$ cat config.mk
export PLATFORM = sky130hd
export DESIGN_NAME = alu_sequencer
export DESIGN_NICKNAME = d
export VERILOG_FILES = /design/src/rtl/alu_pkg.sv /design/src/rtl/cond_eval.sv /design/src/rtl/alu_sequencer.sv
export SDC_FILE = /design/constraint.sdc
export NUM_CORES = 1
export LEC_CHECK = 0
export CELL_PAD_IN_SITES_DETAIL_PLACEMENT = 1
export CELL_PAD_IN_SITES_GLOBAL_PLACEMENT = 1
export CORE_UTILIZATION = 28
export DETAILED_ROUTE_END_ITERATION = 12
export PLACE_DENSITY_LB_ADDON = 0.1
export SYNTH_ARGS = -nofsm -noshare
export SYNTH_HDL_FRONTEND = slang
export SYNTH_HIERARCHICAL = 1
export SYNTH_SLANG_ARGS = --single-unit
$ cat constraint.sdc
create_clock -name clk -period 3.7 [get_ports clk]
set_clock_uncertainty 0.15 [all_clocks]
set_input_delay 0.74 -clock clk [delete_from_list [all_inputs] [get_ports clk]]
set_output_delay 0.74 -clock clk [all_outputs]
set_load 0.01 [all_outputs]
$ cat src/rtl/alu_pkg.sv
// alu_pkg: shared opcode, condition and state encodings plus flag bit positions
package alu_pkg;
   typedef enum logic [2:0] {OP_ADD = 3'b000, OP_SUB, OP_AND, OP_SLL, OP_SRL, OP_ILL = 3'b111} op_e;
   typedef enum logic [2:0] {CC_EQ, CC_NE, CC_LTU, CC_GEU, CC_LT, CC_GE, CC_MI, CC_AL} cond_e;
   typedef enum logic [1:0] {S_IDLE, S_EXEC, S_RESP} state_e;
   localparam int FLAG_N = 3;
   localparam int FLAG_Z = 2;
   localparam int FLAG_C = 1;
   localparam int FLAG_V = 0;
   function automatic logic op_legal(input logic [2:0] op);
      return op <= 3'(OP_SRL);
   endfunction
endpackage

$ cat src/rtl/cond_eval.sv
// cond_eval: evaluates a branch-style condition code against an {N,Z,C,V} flag vector
module cond_eval
   import alu_pkg::*;
(
   input  logic [3:0] flags_i,
   input  logic [2:0] cond_sel_i,
   output logic       cond_true_o
);
   logic n, z, c, v;
   assign n = flags_i[FLAG_N];
   assign z = flags_i[FLAG_Z];
   assign c = flags_i[FLAG_C];
   assign v = flags_i[FLAG_V];
   always_comb begin
      cond_true_o = 1'b1;
      case (cond_e'(cond_sel_i))
         CC_EQ:   cond_true_o = z;
         CC_NE:   cond_true_o = ~z;
         CC_LTU:  cond_true_o = c;
         CC_GEU:  cond_true_o = ~c;
         CC_LT:   cond_true_o = n ^ v;
         CC_GE:   cond_true_o = ~(n ^ v);
         CC_MI:   cond_true_o = n;
         default: cond_true_o = 1'b1;
      endcase
   end
endmodule

$ cat src/rtl/alu_sequencer.sv
// alu_sequencer: sequences one request at a time through an external ALU and
// returns the registered result, with an architectural flag register.
module alu_sequencer
   import alu_pkg::*;
#(
   parameter int DATA_W = 32
) (
   input  logic              clk,
   input  logic              rst,
   input  logic              req_valid,
   output logic              req_ready,
   input  logic [2:0]        req_op,
   input  logic [DATA_W-1:0] req_a,
   input  logic [DATA_W-1:0] req_b,
   input  logic              req_setflags,
   output logic [DATA_W-1:0] alu_a,
   output logic [DATA_W-1:0] alu_b,
   output logic [2:0]        alu_opcode,
   input  logic [DATA_W-1:0] alu_result,
   input  logic              alu_carry,
   input  logic              alu_zero,
   input  logic              alu_negative,
   input  logic              alu_overflow,
   output logic              rsp_valid,
   input  logic              rsp_ready,
   output logic [DATA_W-1:0] rsp_result,
   output logic [3:0]        rsp_flags,
   output logic              rsp_err,
   output logic [3:0]        flags_q,
   input  logic [2:0]        cond_sel,
   output logic              cond_true
);
   state_e            state_q;
   op_e               op_q;
   logic [DATA_W-1:0] a_q, b_q;
   logic              setflags_q;
   logic [3:0]        alu_f;
   logic              err;
   always_comb begin
      alu_f         = '0;
      alu_f[FLAG_N] = alu_negative;
      alu_f[FLAG_Z] = alu_zero;
      alu_f[FLAG_C] = alu_carry;
      alu_f[FLAG_V] = alu_overflow;
   end
   // illegal opcodes are folded to OP_ILL at accept time, so the ALU sees 3'b111
   assign err        = op_q == OP_ILL;
   assign alu_a      = a_q;
   assign alu_b      = b_q;
   assign alu_opcode = op_q;
   assign req_ready  = state_q == S_IDLE;
   assign rsp_valid  = state_q == S_RESP;
   always_ff @(posedge clk or posedge rst) begin
      if (rst) begin
         state_q    <= S_IDLE;
         op_q       <= OP_ADD;
         a_q        <= '0;
         b_q        <= '0;
         setflags_q <= 1'b0;
         rsp_result <= '0;
         rsp_flags  <= '0;
         rsp_err    <= 1'b0;
         flags_q    <= '0;
      end else begin
         case (state_q)
            S_IDLE: if (req_valid) begin
               op_q       <= op_legal(req_op) ? op_e'(req_op) : OP_ILL;
               a_q        <= req_a;
               b_q        <= req_b;
               setflags_q <= req_setflags;
               state_q    <= S_EXEC;
            end
            S_EXEC: begin
               rsp_result <= err ? '0 : alu_result;
               rsp_flags  <= err ? '0 : alu_f;
               rsp_err    <= err;
               if (setflags_q && !err) flags_q <= alu_f;
               state_q    <= S_RESP;
            end
            S_RESP: if (rsp_ready) state_q <= S_IDLE;
            default: state_q <= S_IDLE;
         endcase
      end
   end
   cond_eval u_cond (
      .flags_i     (flags_q),
      .cond_sel_i  (cond_sel),
      .cond_true_o (cond_true)
   );
endmodule

# Yosys cells after proc, flatten, opt, wreduce, memory -nomap -nowiden
# Cells that the tools add are included.
dict set report totals {
  output_inout_bits 111
  ff_bits 111
  elab_cells 39
  in_bits 111
}
dict set report op_classes {
  reduce_logical 7
  bitwise 4
  order_cmp 1
  muxes 7
  eq_ne 11
}
# operator count
set ops {}
lappend ops {{$mux W32} 1}
lappend ops {{$eq A3 B3 Y1 const B} 4}
lappend ops {{$pmux W1 S7} 1}
lappend ops {{$eq A3 B2 Y1 const B} 2}
lappend ops {{$pmux W2 S3} 1}
lappend ops {{$reduce_and A2 Y1} 3}
lappend ops {{$mux W2} 2}
lappend ops {{$mux W4} 1}
lappend ops {{$eq A3 B1 Y1 const B} 1}
lappend ops {{$le A3 B3 Y1 const B} 1}
lappend ops {{$logic_not A3 Y1} 1}
lappend ops {{$mux W3} 1}
lappend ops {{$not A1 Y1} 3}
lappend ops {{$eq A2 B1 Y1 const B} 1}
lappend ops {{$eq A2 B2 Y1 const B} 1}
lappend ops {{$logic_not A2 Y1} 1}
lappend ops {{$ne A2 B1 Y1 const B} 1}
lappend ops {{$ne A2 B2 Y1 const B} 1}
lappend ops {{$logic_and A1 B1 Y1} 1}
lappend ops {{$logic_not A1 Y1} 1}
lappend ops {{$xor A1 B1 Y1} 1}

# Logic depth before layout (Yosys ltp)
dict set report depth {
  word_depth 4
  mapped_depth 5
  ltp_nobuf 3
}

# Cells and area by module
# The synthesis kept the hierarchy.
# module cells_per_inst n_inst seq_area_each_um2 area_per_inst_um2
set modules_own_cells {}
lappend modules_own_cells {alu_sequencer 251 1 2777.7 4214.0}
lappend modules_own_cells {cond_eval 10 1 0.0 78.8}

# Worst setup path before layout
# No wires, ideal clock.
dict set report synth_path {
  kind {in2out}
  start {input port cond_sel[0]}
  end {output port cond_true}
  path_buffers 0
  stages 3
  slack_ns 1.516
  t_arrival_ns 1.294
  required_ns 2.810
  path_cell_list {xor2_1 xnor2_1 o32ai_2}
}
dict set report synth_between {
  elab_chain_cells 2
  elab_cells_between_ends 8
  cone_classes {eq/ne: 6; mux: 1; reduce/logical: 1}
}
# element line_no
set synth_rtl {}
lappend synth_rtl {{start: declaration} alu_sequencer.sv:30} ;# input logic [2:0] cond_sel,
lappend synth_rtl {{$eq A3 B3 Y1, or another cell as far along} cond_eval.sv:16} ;# case (cond_e'(cond_sel_i))
lappend synth_rtl {{$pmux W1 S7 *} cond_eval.sv:16}
lappend synth_rtl {{end: declaration} alu_sequencer.sv:31} ;# output logic cond_true
# Every way passes the cells marked *; elsewhere a longest branch is shown, timed or not.

# Worst setup path in the final report
# Same ends and word-level chain as after synthesis.

==> results by stage <==
Status:
- The run finished with clean final reports.

Yosys:
- The count of synthesis-stage warnings from yosys is 6.
- The proportion of synthesized chip area in sequential cells is roughly 65%.
- For this run, asynchronously set or reset flops after synthesis account for between 90% and 100%.
- The post-synthesis cell area is 4290 µm².
- The number of synthesized register bits is 111.
- Synthesis handed over a netlist of 261 instances.
- The top-area cell type share of the netlist area is between 60% and 70%.
- The flip-flop cell with the highest count after synthesis is dfrtp_1.
- The net count of the mapped netlist is ~370.
- The average size of a mapped cell is 16.4 µm².
- The top cell type by total area after synthesis is dfrtp_1.
- After synthesis, the netlist uses 23 different library cells.
- In the post-synthesis netlist, the biggest area contributors are dfrtp_1 65%, mux2_2 18%, a22o_1 7.3%.
- Counting flops with a built-in enable in the synthesized netlist gives 0.

Clock network:
- Gates resized during post-CTS repair numbered 0.
- The H-tree was split into 3 levels.
- The clock tree from TritonCTS is built.
- The TritonCTS buffer count is 9.
- The count of clock tree sinks is around 110.
- The clock latency reported for the late side of the worst-skew pair is 0.35 ns.
- The library cell used as clock root buffer is clkbuf_16.
- The post-CTS repair timing setup buffer count is 0.
- The number of buffers added to fix hold violations after cts is 0.
- Counting along the longest clock path gives a buffer depth of 2.
- After clock tree synthesis, the clock-pin slew on the worst setup and hold paths is 0.07 ns.

Placement:
- The estimated wirelength of the detail-placed design is ~8100 µm.
- In this run the tool buffered the top-level ports with about 220 buffer cells.
- The placed instances occupy a cell area of 6590 µm².
- At the end of routability-driven placement, the weighted congestion stood at 0.684.

Critical path:
- Data arrives at the worst endpoint at roughly 2.4 ns.
- STA classifies the critical path endpoint as an output port.
- The element type at the critical path start is an input port.
- The critical path in this run is classified as in -> out.
- The startpoint of the worst-slack reg-to-reg timing path is state_q[1].
- The biggest fanout along the worst timing path is 4.
- Data on the critical path is required at its endpoint by 2.81 ns.
- The terminus of the critical flop-to-flop path is rsp_result[19].
- The setup check on the worst reg-to-reg path leaves a slack of 1.42 ns.
- The cell count of the worst reg-to-reg path is 3.

Finish:
- The count of nets after finishing is roughly 590.
- The final cell area excluding filler cells is 6860 µm².
- The final standard cell utilization of the core is between 40% and 50%.
- Of the cells placed in the final design, the portion with a size suffix greater than 1 is 18.8%.
- The number of diodes added for antenna fixing is 0.
- Counting the fill cells in the layout gives 1,509.
- The area growth from synthesis to layout is 59.8%.

STA:
- The number of hold-slack violations in the final timing report was 0.
- Of the available clock period, the critical path in the final layout requires between 80% and 90%.
- Setup repair after global routing left no endpoint under its margin.
- The measured slew at the worst slew-check pin is 1.08 ns.
- The maximum clock rate is roughly 300 MHz.
- The number of pins with negative max-slew slack in the final report is 0.
- The normalized max-slew margin is 28.1%.
- In the final timing run, aggregate negative setup slack is 0 ns.
- The final critical delay including setup and external delays is ~3.3 ns.
- Setup violations remaining at the end of the flow were counted as 0.

Hold path:
- Along the worst hold path, the cell count comes to 1.
- The end point of the worst hold path is rsp_result[18].
- In this run the worst hold path is classified as reg -> reg.
- The source of the worst hold timing path is rsp_result[18].

Power and ir drop:
- Of the total power, the share spent switching nets is approximately 31%.
- The share of power burned in combinational logic is 46.8%.
- The analysis attributes to net switching a power of roughly 1.8 mW.
- In this run, the clock network consumes approximately 16% of the power.
- The power density over cell area is between 800 and 900 nW/µm².
- Sequential cells account for 37.5% of the total power.
- The internal power of the cells totals around 3.9 mW.
- Across the VDD grid, the largest voltage drop is about 0.00045 V.
- The reported leakage power is 2.81 nW.

Floorplanning:
- 222 I/O pins were placed.
- The core footprint is around 15,000 µm².
- For this configuration, the core starts out at a cell density of roughly 29%.
- The die area is around 16,000 µm².
- The die outline width is between 100 and 150 µm.
- The count of standard-cell rows is between 40 and 50.
- The die is 126 µm tall.

Global routing:
- The wire length of the first global-routing pass is approximately 18,000 µm.
- The largest net degree at the start of global routing is 73.
- For this run the aggregate overflow at the end of global routing stands at 0.
- The number of global-route vias before repair is 3,314.
- The initial antenna violation count is 0.
- Global routing used 15.0% of the available tracks across all layers.

Flow run:
- The tool flagged a number of max-cap violations equal to 0.

Routing:
- The first routing iteration left around 60 violations.
- The detail route stage leaves a number of antenna-violating nets equal to 0.
- The routed layout has between 3,000 and 4,000 vias.
- The routed length per instance is 17.1 µm.
- The detail-routed via count per cell is approximately 4.6.
- The first detailed-routing pass ran for 4 iterations.
- After detailed routing, the total wire length is between 10,000 and 15,000 µm.
- For this run, design rule violations remaining after detail routing come to 0.
[worst max path at each step]
stage	startpoint	depth (start not counted)	slack (ns)	end
finish	cond_sel[0]	5	0.41	cond_true
global route	cond_sel[0]	5	0.31	cond_true
CTS	cond_sel[0]	5	0.39	cond_true
detailed placement	cond_sel[0]	5	0.40	cond_true
global placement	cond_sel[0]	5	0.47	cond_true
floorplan	rst	1	1.47	alu_a[0]
[cells in the final DEF, fill, tap and decap left out, types with 2 or more instances in the layout]
cell type	instances
a21oi_1	5
buf_12	2
clkdlybuf4s50_1	221
inv_1	4
a22o_1	36
nor2_1	4
nand2b_1	2
clkbuf_1	2
dfrtp_1	111
o21ai_0	2
mux2_2	69
clkbuf_16	9
xor2_1	3
clkinvlp_4	3
[Yosys cell counts (all sizes together), types with 2 or more instances]
cell type,number
buf,14
xor2,3
nor2,4
nand2b,3
a21oi,5
a22o,36
inv,5
o21ai,2
mux2,69
dfrtp,111
[state kept, by name (all words and copies together), names as in the netlist]
register	count
alu_a	32
alu_b	32
alu_opcode	3
flags_q	4
rsp_err	1
rsp_flags	4
rsp_result	32
setflags_q	1
state_q	2
[critical path: stages]
cell and delay, ns:
clkdlybuf4s50_1 0.57, xor2_1 0.20, xnor2_1 0.11, o32ai_2 0.22, clkdlybuf4s50_1 0.57
[metrics by stage]
stage	setup WS (ns)	std cells	total power, mW	hold slack (ns)
after global placement	0.472	654	4.83	0.337
after floorplan	1.47	261	3.45	0.382
after global routing	0.310	669	6.07	0.376
after CTS	0.388	669	5.84	0.361
final	0.407	669	5.72	0.355
after detailed placement	0.395	654	4.89	0.341
[cells by family after synthesis]
family,count (synthesis),synth area share (%)
AO/OA/AOI/OAI,48,9.97
XOR/XNOR,4,0.816
flip-flops,111,64.7
buffers and inverters,20,5.07
multiplexers,69,18.1
AND/OR/NAND/NOR,9,1.34
[per-layer routing]
metal	share of wire, %	track usage, %	wire length, µm	up-vias
met2	48	24.6	5520	127
met3	8.1	6.29	929	11
met4	1.3	4.54	149	0
met1	42	17.8	4810	1533
li1	-	-	-	1380
met5	0	0	0	-
[power by group through the flow]
stage	clock network, mW	registers, mW	logic [mW]
2_1_floorplan	0	2.41	1.03
3_3_place_gp	0	2.14	2.69
3_5_place_dp	0	2.17	2.72
4_1_cts	0.945	2.16	2.73
5_1_grt	0.984	2.23	2.86
6_report	0.902	2.14	2.68
[final cells by class]
class / instances / area, µm² / area share (%)
clock buffer: 12 / 246 / 3.59
inverter: 5 / 22.5 / 0.328
multi-input combinational: 130 / 1300 / 19.0
timing repair buffer: 224 / 2260 / 32.9
sequential: 111 / 2780 / 40.5
tap: 184 / 230 / 3.36
clock inverter: 3 / 20.0 / 0.292
Power figures use the tool's default switching activity.
